**config.mk**
```make
export PLATFORM = sky130hd
export DESIGN_NAME = csr_trap_unit
export DESIGN_NICKNAME = d
export VERILOG_FILES = /design/src/rtl/csr_trap_unit.sv
export SDC_FILE = /design/constraint.sdc
export NUM_CORES = 1
export LEC_CHECK = 0
export CORE_MARGIN = 1.5
export CORE_UTILIZATION = 25
export CTS_BUF_LIST = sky130_fd_sc_hd__clkbuf_8
export CTS_CLUSTER_SIZE = 40
export DETAILED_ROUTE_END_ITERATION = 10
export PLACE_DENSITY = 0.53
export SLEW_MARGIN = 20
export SYNTH_ARGS = -nofsm -noshare
export SYNTH_HDL_FRONTEND = slang
export SYNTH_SLANG_ARGS = --single-unit
```
**constraint.sdc**
```tcl
create_clock -name clk -period 3.8 [get_ports clk]
set_input_delay 0.57 -clock clk [delete_from_list [all_inputs] [get_ports clk]]
set_output_delay 0.57 -clock clk [all_outputs]
set_load 0.01 [all_outputs]
```
**src/rtl/csr_trap_unit.sv**
```systemverilog
// csr_trap_unit: machine-mode CSR file plus trap / mret sequencer for the
// single-cycle RV32 core. Decodes Zicsr accesses, samples interrupt lines,
// prioritises interrupts and exceptions, and drives the PC redirect.
// Optional build macro: CSR_VECTORED_EN (vectored mtvec mode for interrupts).
module csr_trap_unit #(
    parameter int          XLEN          = 32,
    parameter int          NUM_LOCAL_IRQ = 4,
    parameter logic [31:0] MHARTID_VAL   = 32'h0,
    parameter logic [31:0] MISA_VAL      = 32'h4000_0100
) (
    input  logic                                              clk,
    input  logic                                              reset,
    input  logic                                              irq_ext_in,
    input  logic                                              irq_sw_in,
    input  logic                                              irq_timer_in,
    input  logic [((NUM_LOCAL_IRQ > 0) ? NUM_LOCAL_IRQ : 1)-1:0] irq_local_in,
    input  logic                                              illegal_instr_in,
    input  logic                                              ecall_in,
    input  logic                                              ebreak_in,
    input  logic                                              load_misaligned_in,
    input  logic                                              store_misaligned_in,
    input  logic [XLEN-1:0]                                   bad_addr_in,
    input  logic [31:0]                                       instr_in,
    input  logic                                              mret_in,
    input  logic                                              csr_valid_in,
    input  logic [2:0]                                        csr_op_in,
    input  logic [11:0]                                       csr_addr_in,
    input  logic [XLEN-1:0]                                   rs1_in,
    input  logic [4:0]                                        rs1_idx_in,
    input  logic [XLEN-1:0]                                   pc_in,
    input  logic                                              instret_in,
    output logic [XLEN-1:0]                                   csr_rdata_out,
    output logic                                              trap_taken_out,
    output logic [XLEN-1:0]                                   trap_pc_out,
    output logic                                              mret_taken_out,
    output logic [XLEN-1:0]                                   mepc_out
);

    localparam logic [11:0] ADDR_MSTATUS   = 12'h300;
    localparam logic [11:0] ADDR_MISA      = 12'h301;
    localparam logic [11:0] ADDR_MIE       = 12'h304;
    localparam logic [11:0] ADDR_MTVEC     = 12'h305;
    localparam logic [11:0] ADDR_MCOUNTINH = 12'h320;
    localparam logic [11:0] ADDR_MSCRATCH  = 12'h340;
    localparam logic [11:0] ADDR_MEPC      = 12'h341;
    localparam logic [11:0] ADDR_MCAUSE    = 12'h342;
    localparam logic [11:0] ADDR_MTVAL     = 12'h343;
    localparam logic [11:0] ADDR_MIP       = 12'h344;
    localparam logic [11:0] ADDR_MCYCLE    = 12'hB00;
    localparam logic [11:0] ADDR_MINSTRET  = 12'hB02;
    localparam logic [11:0] ADDR_MCYCLEH   = 12'hB80;
    localparam logic [11:0] ADDR_MINSTRETH = 12'hB82;
    localparam logic [11:0] ADDR_MVENDORID = 12'hF11;
    localparam logic [11:0] ADDR_MARCHID   = 12'hF12;
    localparam logic [11:0] ADDR_MIMPID    = 12'hF13;
    localparam logic [11:0] ADDR_MHARTID   = 12'hF14;

    // Writable mie bits: MSI, MTI, MEI and one bit per local interrupt line.
    localparam logic [63:0] LOCAL_ONES = (64'h1 << NUM_LOCAL_IRQ) - 64'h1;
    localparam logic [31:0] MIE_WMASK  = {LOCAL_ONES[15:0], 16'h0888};

    logic            mstatus_mie, mstatus_mpie;
    logic [1:0]      mstatus_mpp;
    logic [XLEN-1:0] mie_q, mip_q, mtvec_q, mscratch_q, mepc_q;
    logic [XLEN-1:0] mcause_q, mtval_q, mcountinhibit_q;
    logic [63:0]     mcycle_q, minstret_q;

    logic [XLEN-1:0] mip_sample, pending;
    logic [XLEN-1:0] csr_old, csr_src, csr_wdata, exc_tval, trap_tval;
    logic            csr_impl, csr_ro, csr_wr_intent, csr_illegal, csr_we;
    logic            int_valid, exc_valid, trap_taken, instret_inc;
    logic [4:0]      int_cause, exc_cause, trap_cause;
    logic [XLEN-1:0] tvec_base;

    // Gather the raw interrupt lines into their mip bit positions.
    always_comb begin
        mip_sample     = '0;
        mip_sample[3]  = irq_sw_in;
        mip_sample[7]  = irq_timer_in;
        mip_sample[11] = irq_ext_in;
        for (int i = 0; i < NUM_LOCAL_IRQ; i++) begin
            mip_sample[16+i] = irq_local_in[i];
        end
    end

    // CSR read mux; unknown addresses flag themselves as unimplemented.
    always_comb begin
        csr_impl = 1'b1;
        csr_old  = '0;
        case (csr_addr_in)
            ADDR_MSTATUS:   csr_old = {19'b0, mstatus_mpp, 3'b0, mstatus_mpie, 3'b0, mstatus_mie, 3'b0};
            ADDR_MISA:      csr_old = MISA_VAL;
            ADDR_MIE:       csr_old = mie_q;
            ADDR_MTVEC:     csr_old = mtvec_q;
            ADDR_MCOUNTINH: csr_old = mcountinhibit_q;
            ADDR_MSCRATCH:  csr_old = mscratch_q;
            ADDR_MEPC:      csr_old = mepc_q;
            ADDR_MCAUSE:    csr_old = mcause_q;
            ADDR_MTVAL:     csr_old = mtval_q;
            ADDR_MIP:       csr_old = mip_q;
            ADDR_MCYCLE:    csr_old = mcycle_q[31:0];
            ADDR_MCYCLEH:   csr_old = mcycle_q[63:32];
            ADDR_MINSTRET:  csr_old = minstret_q[31:0];
            ADDR_MINSTRETH: csr_old = minstret_q[63:32];
            ADDR_MVENDORID, ADDR_MARCHID, ADDR_MIMPID: csr_old = '0;
            ADDR_MHARTID:   csr_old = MHARTID_VAL;
            default:        csr_impl = 1'b0;
        endcase
    end

    // Set/clear forms with rs1 = x0 (or zimm = 0) are pure reads.
    assign csr_ro        = (csr_addr_in[11:10] == 2'b11);
    assign csr_wr_intent = (csr_op_in[1:0] == 2'b01) || (rs1_idx_in != 5'd0);
    assign csr_illegal   = csr_valid_in && (!csr_impl || (csr_ro && csr_wr_intent));
    assign csr_src       = csr_op_in[2] ? {27'b0, rs1_idx_in} : rs1_in;

    // Read-modify-write value for RW / RS / RC forms.
    always_comb begin
        case (csr_op_in[1:0])
            2'b01:   csr_wdata = csr_src;
            2'b10:   csr_wdata = csr_old | csr_src;
            2'b11:   csr_wdata = csr_old & ~csr_src;
            default: csr_wdata = csr_old;
        endcase
    end

    // Interrupt arbitration: MEI > MSI > MTI > local lines, lowest index first.
    always_comb begin
        pending   = mip_q & mie_q & {XLEN{mstatus_mie}};
        int_valid = 1'b1;
        int_cause = 5'd0;
        if (pending[11])     int_cause = 5'd11;
        else if (pending[3]) int_cause = 5'd3;
        else if (pending[7]) int_cause = 5'd7;
        else begin
            int_valid = 1'b0;
            for (int i = NUM_LOCAL_IRQ - 1; i >= 0; i--) begin
                if (pending[16+i]) begin
                    int_valid = 1'b1;
                    int_cause = 5'(16 + i);
                end
            end
        end
    end

    // Exception arbitration and the matching mtval payload.
    always_comb begin
        exc_valid = 1'b1;
        exc_cause = 5'd0;
        exc_tval  = '0;
        if (illegal_instr_in || csr_illegal) begin
            exc_cause = 5'd2;
            exc_tval  = instr_in;
        end else if (ecall_in) begin
            exc_cause = 5'd11;
        end else if (ebreak_in) begin
            exc_cause = 5'd3;
        end else if (load_misaligned_in) begin
            exc_cause = 5'd4;
            exc_tval  = bad_addr_in;
        end else if (store_misaligned_in) begin
            exc_cause = 5'd6;
            exc_tval  = bad_addr_in;
        end else begin
            exc_valid = 1'b0;
        end
    end

    assign trap_taken  = int_valid || exc_valid;
    assign trap_cause  = int_valid ? int_cause : exc_cause;
    assign trap_tval   = int_valid ? '0 : exc_tval;
    assign csr_we      = csr_valid_in && csr_wr_intent && !trap_taken;
    assign instret_inc = instret_in && !trap_taken && !mcountinhibit_q[2];
    assign tvec_base   = {mtvec_q[XLEN-1:2], 2'b00};

    assign csr_rdata_out  = csr_valid_in ? csr_old : '0;
    assign trap_taken_out = trap_taken;
    assign mret_taken_out = mret_in && !trap_taken;
    assign mepc_out       = mepc_q;
`ifdef CSR_VECTORED_EN
    assign trap_pc_out = (int_valid && mtvec_q[0]) ? tvec_base + {25'b0, trap_cause, 2'b00} : tvec_base;
`else
    assign trap_pc_out = tvec_base;
`endif

    // Interrupt lines are sampled every edge; software cannot write mip.
    always_ff @(posedge clk or negedge reset) begin
        if (!reset) mip_q <= '0;
        else        mip_q <= mip_sample;
    end

    // mstatus: trap entry beats mret, which beats a software write.
    always_ff @(posedge clk or negedge reset) begin
        if (!reset) begin
            mstatus_mie  <= 1'b0;
            mstatus_mpie <= 1'b0;
            mstatus_mpp  <= 2'b00;
        end else if (trap_taken) begin
            mstatus_mpie <= mstatus_mie;
            mstatus_mie  <= 1'b0;
            mstatus_mpp  <= 2'b11;
        end else if (mret_in) begin
            mstatus_mie  <= mstatus_mpie;
            mstatus_mpie <= 1'b1;
            mstatus_mpp  <= 2'b11;
        end else if (csr_we && csr_addr_in == ADDR_MSTATUS) begin
            mstatus_mie  <= csr_wdata[3];
            mstatus_mpie <= csr_wdata[7];
        end
    end

    // Trap-capture CSRs: loaded on trap entry, otherwise software-writable.
    always_ff @(posedge clk or negedge reset) begin
        if (!reset) begin
            mepc_q   <= '0;
            mcause_q <= '0;
            mtval_q  <= '0;
        end else if (trap_taken) begin
            mepc_q   <= {pc_in[XLEN-1:2], 2'b00};
            mcause_q <= {int_valid, 26'b0, trap_cause};
            mtval_q  <= trap_tval;
        end else if (csr_we) begin
            if (csr_addr_in == ADDR_MEPC)   mepc_q   <= {csr_wdata[XLEN-1:2], 2'b00};
            if (csr_addr_in == ADDR_MCAUSE) mcause_q <= csr_wdata;
            if (csr_addr_in == ADDR_MTVAL)  mtval_q  <= csr_wdata;
        end
    end

    // Plain software-owned CSRs with their WARL masks.
    always_ff @(posedge clk or negedge reset) begin
        if (!reset) begin
            mie_q           <= '0;
            mtvec_q         <= '0;
            mscratch_q      <= '0;
            mcountinhibit_q <= '0;
        end else if (csr_we) begin
            if (csr_addr_in == ADDR_MIE)       mie_q           <= csr_wdata & MIE_WMASK;
            if (csr_addr_in == ADDR_MSCRATCH)  mscratch_q      <= csr_wdata;
            if (csr_addr_in == ADDR_MCOUNTINH) mcountinhibit_q <= csr_wdata & 32'h5;
`ifdef CSR_VECTORED_EN
            if (csr_addr_in == ADDR_MTVEC)     mtvec_q <= {csr_wdata[XLEN-1:2], 1'b0, (csr_wdata[1:0] == 2'b01)};
`else
            if (csr_addr_in == ADDR_MTVEC)     mtvec_q <= {csr_wdata[XLEN-1:2], 2'b00};
`endif
        end
    end

    // 64-bit counters: a write to either half freezes the pair for that edge.
    always_ff @(posedge clk or negedge reset) begin
        if (!reset) begin
            mcycle_q   <= '0;
            minstret_q <= '0;
        end else begin
            if (csr_we && csr_addr_in == ADDR_MCYCLE)       mcycle_q[31:0]  <= csr_wdata;
            else if (csr_we && csr_addr_in == ADDR_MCYCLEH) mcycle_q[63:32] <= csr_wdata;
            else if (!mcountinhibit_q[0])                   mcycle_q        <= mcycle_q + 64'd1;

            if (csr_we && csr_addr_in == ADDR_MINSTRET)       minstret_q[31:0]  <= csr_wdata;
            else if (csr_we && csr_addr_in == ADDR_MINSTRETH) minstret_q[63:32] <= csr_wdata;
            else if (instret_inc)                             minstret_q        <= minstret_q + 64'd1;
        end
    end

endmodule

```
# == After elaboration in Yosys (flattened, before gate mapping) ==
# Cells that the tools add are included.
# word_totals
ram_bits,0
mem_count,0
latchBits,0
word_cells,151
ff_bits,306
output_inout_bits,98
rom_bits,0
in_bits,165
# op_classes
div_mod_pow,0
bitwise_logic,7
n_mul,0
shift,0
n_eq_ne,26
n_mux,61
magnitude_cmp,0
add_sub_neg,2
n_reduce_logical,40
# op_table
op,count
32-bit 2-to-1 mux,23
32-bit one-hot mux with 14 select lines,1
"64-bit by 1-bit adder with 64-bit output, second input constant",2
64-bit 2-to-1 mux,2
"12-bit by 10-bit == test with 1-bit output, second input constant",10
"12-bit == test, second input constant",8
32-bit one-hot mux with 3 select lines,1
20-bit AND,2
5-bit 2-to-1 mux,8
32-bit AND,1
32-bit inverter,1
32-bit bitwise OR,1
2-bit AND reduction,11
1-bit 2-to-1 mux,19
18-bit OR reduction,1
2-bit nonzero test,7
1-bit logical AND,12
3-bit 2-to-1 mux,3
4-bit 2-to-1 mux,2
"2-bit == test, second input constant",3
5-bit nonzero test,1
1-bit logical OR,4
2-bit 2-to-1 mux,2
"2-bit by 1-bit inequality test with 1-bit output, second input constant",2
other kinds (5),9

# == Longest topological paths before layout ==
# Gate-level depths: netlist of the first run.
# logic_depth
word_depth,16
mapped_depth,13
mapped_depth_nobuf,8

# == Worst setup path before layout of the first run ==
# Ideal clock, no wire load.
# synth_path
path_type,input port to output port
startpoint,in rs1_idx_in[0]
endpoint,out mret_taken_out
path_slack_ns,0.431
path_stages,9
arrival_time_ns,2.799
t_required_ns,3.230
n_path_buf,2
path_cell_list,or3_1 o41a_4 a21oi_2 nand2_1 a21oi_2 inv_2 buf_2 buf_1 nor2_1
# synth_via
elab_chain_len,10
# synth_rtl
element,line_no,text
"start, declared",29,"input logic [4:0] rs1_idx_in,"
5-bit nonzero test,113,assign csr_wr_intent = (csr_op_in[1:0] == 2'b01) || (rs1_idx_in != 5'd0);
1-bit logical OR,113,
1-bit logical AND,114,assign csr_illegal = csr_valid_in && (!csr_impl || (csr_ro && csr_wr_intent));
1-bit logical OR,114,
1-bit logical AND,114,
1-bit logical OR,151,if (illegal_instr_in || csr_illegal) begin
1-bit 2-to-1 mux,151,
1-bit logical OR,169,assign trap_taken = int_valid || exc_valid;
net trap_taken_out,33,"output logic trap_taken_out,"
1-bit logical NOT,178,assign mret_taken_out = mret_in && !trap_taken;
1-bit logical AND,178,
"end, declared",35,"output logic mret_taken_out,"
# The timed path passes the listed nets, and every way through them passes these cells.

# == Worst setup path after layout of the first run ==
# layout_path
startpoint,in csr_addr_in[11]
endpoint,out csr_rdata_out[31]
# layout_via
elab_chain_len,3
word_cells_on_any_way,16
# layout_rtl
element,line_no,text
"start, declared",27,"input logic [11:0] csr_addr_in,"
12-bit == test / 12-bit by 10-bit == test with 1-bit output (equally long branches),90,case (csr_addr_in)
32-bit one-hot mux with 14 select lines *,90,
32-bit 2-to-1 mux *,176,assign csr_rdata_out = csr_valid_in ? csr_old : '0;
"end, declared",32,"output logic [XLEN-1:0] csr_rdata_out,"
# Mark *: on every way between the ends. The rest lies on a longest branch, timed or not.

==> impl_metrics.csv, run 1 <==
group,metric,value,unit
outcome,outcome,"complete, no violations",
job,drv_cap,0,
layout,multi_input_area,0.0126,mm²
layout,layout_commonest_cell,"buf_4",
logic_synthesis,yosysWarnings,0,
logic_synthesis,async_reset_ff_share,100,%
setup_path,cp-end-kind,"output port",
sta,fmax,0.267,GHz
setup_path,r2r_cells,8,
global_route,grt_max_degree,70,
clock_tree,htreeDepth,2,
layout,fin_area,0.0300,mm²
logic_synthesis,synthFlopType,"dfrtp_1",
global_route,grt_usage,29.0,%
setup_path,r2r_end,"minstret_q[43]$_DFFE_PN0P_",
clock_tree,insertion_delay,0.72,ns
floorplanning,start_util,25.2,%
sta,final_max_slew_viol_count,0,
setup_path,critPathMaxFanout,14,
drt,num_vias,23900,
sta,hold_viol,0,
drt,antenna_left,0,
setup_path,reg2reg_from,"minstret_q[17]$_DFFE_PN0P_",
pwr,p_switching,2.54,mW
layout,seq_area,0.00758,mm²
clock_tree,cts.sinks,303,
placement,place_congestion,1.02,
layout,n_fill_cell,8556,
drt,drt-total-wl,126000,µm
logic_synthesis,synth_area_per_cell,8.59,µm²
clock_tree,cts_buffers,58,
sta,skew,0.0524,ns
sta,finalCritPeriodShare,98.5,%
global_route,overflow,0,
floorplanning,ioPinCount,263,
pwr,vdd_drop_max,0.247,mV
logic_synthesis,synth-seq-cells,303,
placement,io_buffers,256,
floorplanning,core_area,0.0821,mm²
layout,drive_gt1_share,25.6,%
setup_path,rrSetupSlack,0.52,ns
pwr,p_int,5.82,mW
clock_tree,clk_pin_slew_worst_paths,0.06,ns
layout,stdcell_count,4134,
floorplanning,placement_rows,105,
drt,first_iter_violations,2520,
logic_synthesis,synthCells,2411,
drt,viasPerCell,5.78,
setup_path,crit_arrival,3.17,ns
setup_path,cp-start-kind,"primary input",
pwr,combPwrFrac,15.7,%
sta,worst_pin_slew,0.837,ns
layout,nets,3181,
setup_path,cp_data_required_time,3.23,ns
sta,fin_crit,3.74,ns
sta,hold_slack,0.300,ns
sta,setup_viol,0,
worst_hold_path,min_path_cells,1,
floorplanning,die_width,291,µm
pwr,clockPowerShare,43.2,%
placement,dp_slack,-0.549,ns
clock_tree,cts_tree,"yes",
worst_hold_path,hp-class,"in2reg",
clock_tree,cts_root_buf,"clkbuf_8",
setup_path,critPathKind,"in2out",
clock_tree,max-clock-path-buffers,3,
floorplanning,die_area,0.0846,mm²
floorplanning,die_h,291,µm
sta,setup_ws,0.0567,ns
worst_hold_path,min_to,"mip_q[17]$_DFF_PN0_",
logic_synthesis,ys_types,104,
pwr,power.density,279,mW/mm²
pwr,seqPwrFrac,41.1,%
pwr,power,8.36,mW
sta,rsz0062_at_grt,"yes",
placement,post-place-cells,4006,
sta,slew_headroom,44.0,%
global_route,antenna_found_initial,8,
drt,dr.pass1.iters,6,
layout,layout-area-overhead-vs-synth,44.7,%
global_route,grt_pass1_wl,176000,µm
placement,placed_cell_area,0.0281,mm²
layout,fin_util,36.5,%
worst_hold_path,min_from,"irq_local_in[1]",
global_route,grt_pass1_vias,22800,
logic_synthesis,synth_area,0.0207,mm²
pwr,leakage,12.1,nW
pwr,p_sw_share,30.4,%
logic_synthesis,yosysSeqAreaShare,36.6,%
layout,final_cell_mix,"buf_4, dfrtp_1, nand2_1",
placement,dp_hpwl,97900,µm
drt,drc,0,
logic_synthesis,synth-edff-count,0,
sta,tns,0,ns
drt,avgRoutedWirePerCell,30.5,µm
-- state kept, by name, indices dropped and copies added, names as in the netlist --
signal,cells
mie_q,7
mstatus_mpie,1
mstatus_mie,1
mtvec_q,30
mstatus_mpp,1
mtval_q,32
mepc_out,30
mcycle_q,64
mscratch_q,32
mcause_q,32
mcountinhibit_q,2
minstret_q,64
mip_q,7
-- final cells by class --
cell class / instances / share of cell area [%]
Multi-Input combinational cell: 1878 / 42.1
Sequential cell: 303 / 25.3
Timing Repair Buffer: 747 / 23.6
Tap cell: 1070 / 4.47
Clock buffer: 77 / 3.53
Clock inverter: 29 / 0.655
Inverter: 26 / 0.326
Antenna cell: 4 / 0.0334
-- cell families after synthesis --
kind of cell    after synthesis  synth area share [%]
compound gates              722                  24.5
xor+xnor                     79                  3.34
fa+ha+maj                     2                 0.121
mux                         118                  6.34
flops                       303                  36.6
simple gates                953                  24.0
other cells                   1                0.0181
buf+inv                     233                  5.16
-- critical path, cell delays in order --
cell             delay [ns]
clkdlybuf4s50_1        0.47
and4bb_4               0.46
buf_6                  0.19
nand2_1                0.08
buf_4                  0.14
o41ai_4                0.37
nor3_4                 0.13
nor3_1                 0.25
buf_4                  0.21
dlygate4sd2_1          0.28
-- Yosys cell counts (all sizes together), types with 19 or more instances --
library cell / instances / share of area (%)
nand2: 298 / 5.4
or4: 25 / 0.92
a21oi: 143 / 3.6
clkbuf: 100 / 1.8
nor2b: 28 / 0.85
buf: 107 / 2.9
a211oi: 40 / 1.5
and2: 52 / 1.6
a22o: 34 / 1.4
mux2i: 66 / 3.2
o21ai: 187 / 4.6
dfrtp: 303 / 37
mux2: 46 / 2.5
nand3: 90 / 2.2
o211ai: 35 / 1.3
inv: 26 / 0.47
and3: 34 / 1.1
a2111oi: 30 / 2.1
nand4: 98 / 3.0
a31oi: 34 / 1.0
nor4: 19 / 0.81
a22oi: 70 / 2.7
xnor2: 62 / 2.6
nor3: 63 / 1.8
o22ai: 21 / 0.63
and4: 24 / 1.0
nor2: 162 / 2.9
-- worst max path at each step --
stage	from	to	cells past startpoint
global placement	csr_addr_in[6]	csr_rdata_out[21]	9
CTS	csr_addr_in[6]	csr_rdata_out[10]	11
finish	csr_addr_in[11]	csr_rdata_out[31]	10
floorplan	rs1_idx_in[0]	mret_taken_out	9
global route	csr_addr_in[6]	csr_rdata_out[28]	11
detailed placement	csr_addr_in[6]	csr_rdata_out[21]	9
-- power groups by stage --
stage	combinational [mW]	clock (mW)	sequential (mW)
final	1.31	3.62	3.44
after global routing	1.37	3.77	3.44
after CTS	1.29	3.63	3.43
after detailed placement	1.26	0	3.48
after global placement	1.26	0	3.48
after floorplan	0.434	0	3.42
-- repair_timing --
action	in CTS	in global routing
hold buffers	1	0
setup buffers	9	7
gates resized for setup	94	29
gates cloned	1	0
endpoints found under the setup margin	34	16
pin swaps	18	14
endpoints found under the hold margin	58	0
-- per-layer routing --
metal	vias to the layer above	routed length [µm]	global-route usage, %
met4	6	7100	13.2
li1	10300	-	-
met5	-	40	0
met3	309	13200	7.89
met2	1440	54000	44.1
met1	11900	51700	38.2
No activity file was read; power rests on OpenSTA's default activity.
==> run 2, diff against run 1 <==
--- a/config.mk
+++ b/config.mk
@@ -6,11 +6,11 @@
 export NUM_CORES = 1
 export LEC_CHECK = 0
 export CORE_MARGIN = 1.5
-export CORE_UTILIZATION = 25
-export CTS_BUF_LIST = sky130_fd_sc_hd__clkbuf_8
+export CORE_UTILIZATION = 55
+export CTS_BUF_LIST = sky130_fd_sc_hd__clkbuf_2 sky130_fd_sc_hd__clkbuf_4 sky130_fd_sc_hd__clkbuf_8
 export CTS_CLUSTER_SIZE = 40
 export DETAILED_ROUTE_END_ITERATION = 10
-export PLACE_DENSITY = 0.53
+export PLACE_DENSITY = 0.9
 export SLEW_MARGIN = 20
 export SYNTH_ARGS = -nofsm -noshare
 export SYNTH_HDL_FRONTEND = slang
==> impl_metrics.csv, run 2 <==
group,metric,value,unit
outcome,stop_error,"[ERROR GRT-0232] Routing congestion too high. Check the congestion heatmap in the GUI.",
logic_synthesis,yosysSeqAreaShare,36.6,%
outcome,stop_stage,"global routing (5_1_grt)",
placement,dp_hpwl,74400,µm
outcome,outcome,"stopped before the end",
sta,crit_endpoint,"csr_rdata_out[12]",
clock_tree,cts_buffers,51,
clock_tree,cts.sinks,303,
placement,dp_slack,-0.398,ns
logic_synthesis,synth-seq-cells,303,
global_route,grt_usage,69.4,%
global_route,antenna_found_initial,31,
logic_synthesis,synth_area,0.0207,mm²
logic_synthesis,yosysWarnings,0,
logic_synthesis,async_reset_ff_share,100,%
placement,place_congestion,1.34,
clock_tree,max-clock-path-buffers,3,
clock_tree,htreeDepth,2,
global_route,overflow,50,
placement,io_buffers,256,
logic_synthesis,synthCells,2411,
floorplanning,die_width,197,µm
floorplanning,start_util,56.2,%
floorplanning,die_h,197,µm
logic_synthesis,synth_top_cell_area_share,36.6,%
clock_tree,cts_root_buf,"clkbuf_8",
logic_synthesis,synth_common_cells,"dfrtp_1, nand2_1, o21ai_0",
logic_synthesis,synth-edff-count,0,
logic_synthesis,synth_area_leaders,"dfrtp_1, nand2_1, o21ai_0, a21oi_1, mux2i_1",
global_route,grt_max_degree,85,
logic_synthesis,ys_types,104,
logic_synthesis,synth_largest_area_cell,"dfrtp_1",
logic_synthesis,synth.most_common_cell,"dfrtp_1",
logic_synthesis,synthFlopType,"dfrtp_1",
logic_synthesis,synth_area_per_cell,8.59,µm²
sta,worstEpCategory,"output port",
floorplanning,ioPinCount,263,
floorplanning,placement_rows,70,
[run 2: cell counts after synthesis]
Identical to the previous run, type by type.
[run 2: per-stage QoR]
step | cells | cell area (µm²)
CTS | 3369 | 27100
floorplan | 2414 | 20700
global placement | 3272 | 25800
detailed placement | 3272 | 25800
[run 2: layer usage]
metal,GRT overflow,global-route usage [%]
met2,21,80.7
met1,6,68.6
met4,22,62.8
met5,0,40.4
met3,1,63.8
[run 2: cells by family after synthesis]
family | Yosys count | share of synthesized area [%]
other | 1 | 0.0181
adders and majority gates | 2 | 0.121
DFF | 303 | 36.6
AOI/OAI and AO/OA | 722 | 24.5
buffers and inverters | 233 | 5.16
muxes | 118 | 6.34
xor gates and xnor gates | 79 | 3.34
and+or+nand+nor | 953 | 24.0
[run 2: repair_timing]
item,4_1_cts
resized for setup,42
buffers inserted,8
endpoints found under the hold margin,14
endpoints found under the setup margin,34
pin swaps,4
hold buffers,1
==> run 3, diff against run 2 <==
==> config.mk (replaced) <==
export PLATFORM = sky130hd
export DESIGN_NAME = csr_trap_unit
export DESIGN_NICKNAME = d
export VERILOG_FILES = /design/src/rtl/csr_trap_unit.sv
export SDC_FILE = /design/constraint.sdc
export NUM_CORES = 1
export LEC_CHECK = 0
export CORE_MARGIN = 1.5
export CORE_UTILIZATION = 40
export DETAILED_ROUTE_END_ITERATION = 10
export PLACE_DENSITY_LB_ADDON = 0.15
export SLEW_MARGIN = 20
export SYNTH_ARGS = -nofsm -noshare
export SYNTH_HDL_FRONTEND = slang
export SYNTH_SLANG_ARGS = --single-unit
==> impl_metrics.csv, run 3 (synthesis results as in run 1) <==
group,metric,value,unit
placement,post-place-cells,3619,
pwr,power.density,293,mW/mm²
outcome,violations,"setup timing",
placement,place_congestion,1.02,
drt,first_iter_violations,3146,
sta,worst_pin_slew,1.11,ns
clock_tree,cts_buffers,38,
global_route,grt_pass1_wl,170000,µm
placement,dp_hpwl,95600,µm
setup_path,critPathMaxFanout,10,
sta,fin_crit,3.86,ns
clock_tree,insertion_delay,0.57,ns
placement,io_buffers,256,
sta,skew,0.0195,ns
layout,reg_top3,"mcycle_q x64, minstret_q x64",
setup_path,cp-start-kind,"primary input",
drt,drt-total-wl,122000,µm
drt,num_vias,24400,
placement,placed_cell_area,0.0275,mm²
clock_tree,cts_tree,"yes",
drt,dr.pass1.iters,6,
setup_path,cp-end-kind,"output port",
clock_tree,cts.sinks,303,
outcome,outcome,"finished with violations",
layout,nets,3163,
placement,dp_slack,-0.359,ns
pwr,leakage,12.0,nW
layout,stdcell_count,3705,
sta,setup_ws,-0.0608,ns
worst_hold_path,hp-class,"in2reg",
setup_path,max_stage_delay,0.41,ns
global_route,grt_usage,45.1,%
clock_tree,cts_root_buf,"clkbuf_16",
global_route,grt_max_degree,108,
global_route,overflow,0,
global_route,antenna_found_initial,5,
setup_path,cp_data_required_time,3.23,ns
layout,drive_gt1_share,24.1,%
setup_path,cp_cell_sequence,"clkdlybuf4s50_1, buf_4, nor4_4, buf_4, buf_4, buf_4, buf_4, a22oi_1, o2bb2ai_1, a211oi_2, a21oi_1, dlygate4sd2_1",
drt,antenna_left,0,
layout,layout-area-overhead-vs-synth,41.3,%
floorplanning,die_area,0.0532,mm²
clock_tree,max-clock-path-buffers,3,
drt,avgRoutedWirePerCell,32.8,µm
drt,drc,0,
layout,layout_commonest_cell,"buf_4",
job,drv_cap,0,
clock_tree,htreeDepth,2,
global_route,grt_pass1_vias,23000,
sta,hold_viol,0,
sta,finalCritPeriodShare,102,%
drt,viasPerCell,6.58,
layout,final_cell_mix,"buf_4, dfrtp_1, nand2_1",
layout,fin_area,0.0293,mm²
sta,setup_viol,2,
sta,final_max_slew_viol_count,0,
floorplanning,die_h,231,µm
setup_path,cpMostUsedCell,"buf_4",
pwr,vdd_drop_max,0.240,mV
sta,slew_headroom,25.5,%
setup_path,crit_arrival,3.29,ns
floorplanning,placement_rows,83,
sta,hold_slack,0.461,ns
floorplanning,ioPinCount,263,
floorplanning,start_util,40.4,%
floorplanning,core_area,0.0513,mm²
floorplanning,die_width,231,µm
setup_path,critPathKind,"in2out",
setup_path,slowest_stage,"clkdlybuf4s50_1",
layout,n_fill_cell,4697,
sta,fmax,0.259,GHz
clock_tree,clk_pin_slew_worst_paths,0.06,ns
## run 3: area by class of cell
cell class	instances	area, µm²	area share [%]
multi-input combinational	1878	12500	42.7
sequential	303	7580	25.9
timing repair buffer	749	6950	23.8
clock buffer	54	1090	3.73
tap	680	851	2.91
clock inverter	14	181	0.620
inverter	26	97.6	0.333
antenna	1	2.50	0.00855
## run 3: final timing paths
kind                                       startpoint                         end  slack [ns]  cells past startpoint
hold reg to reg            mscratch_q[19]$_DFFE_PN0P_  mscratch_q[19]$_DFFE_PN0P_        0.49                      2
setup / recovery                       csr_addr_in[4]           csr_rdata_out[11]       -0.06                     12
setup reg to reg            minstret_q[2]$_DFFE_PN0P_  minstret_q[43]$_DFFE_PN0P_        0.37                      8
hold / removal                             irq_ext_in         mip_q[11]$_DFF_PN0_        0.46                      1
min in group asynchronous                       reset    mcycle_q[32]$_DFFE_PN0P_        0.47                      2
max in group asynchronous                       reset    mepc_out[26]$_DFFE_PN0P_        2.21                      4
## run 3: through the flow
stage | util, % | power, mW | setup TNS, ns
3_5_place_dp | 53.6 | 4.72 | -9.74
3_3_place_gp | 53.6 | 4.71 | -7.59
5_1_grt | 57.0 | 8.77 | -0.0621
6_report | 57.0 | 8.58 | -0.100
2_1_floorplan | - | 3.86 | 0
4_1_cts | 56.5 | 8.55 | -0.0875
## run 3: layer usage
layer	vias to the layer above	GRT usage [%]	wire length [µm]
li1	10200	-	-
met1	12000	58.1	47300
met2	1653	67.0	51500
met3	425	11.1	13000
met4	8	29.7	9800
met5	-	0	53
## run 3: power by group
group / switching [mW] / leakage, nW / internal [mW]
clock: 1.57 / 0.619 / 2.28
combinational: 0.742 / 7.51 / 0.563
sequential: 0.127 / 3.90 / 3.30
## run 3: repair_timing
action                                  CTS  global route
buffers inserted                          4            10
resized for setup                        60            31
pin swaps                                11             9
hold buffers                              0             1
endpoints found under the setup margin   32            20
endpoints found under the hold margin     0            31
gates cloned                              1             0
## run 3: worst max-delay path: cells and delay by family
kind	cells	cell delay [ns]
compound gates	4	0.81
simple gates	1	0.39
buf+inv	7	1.52
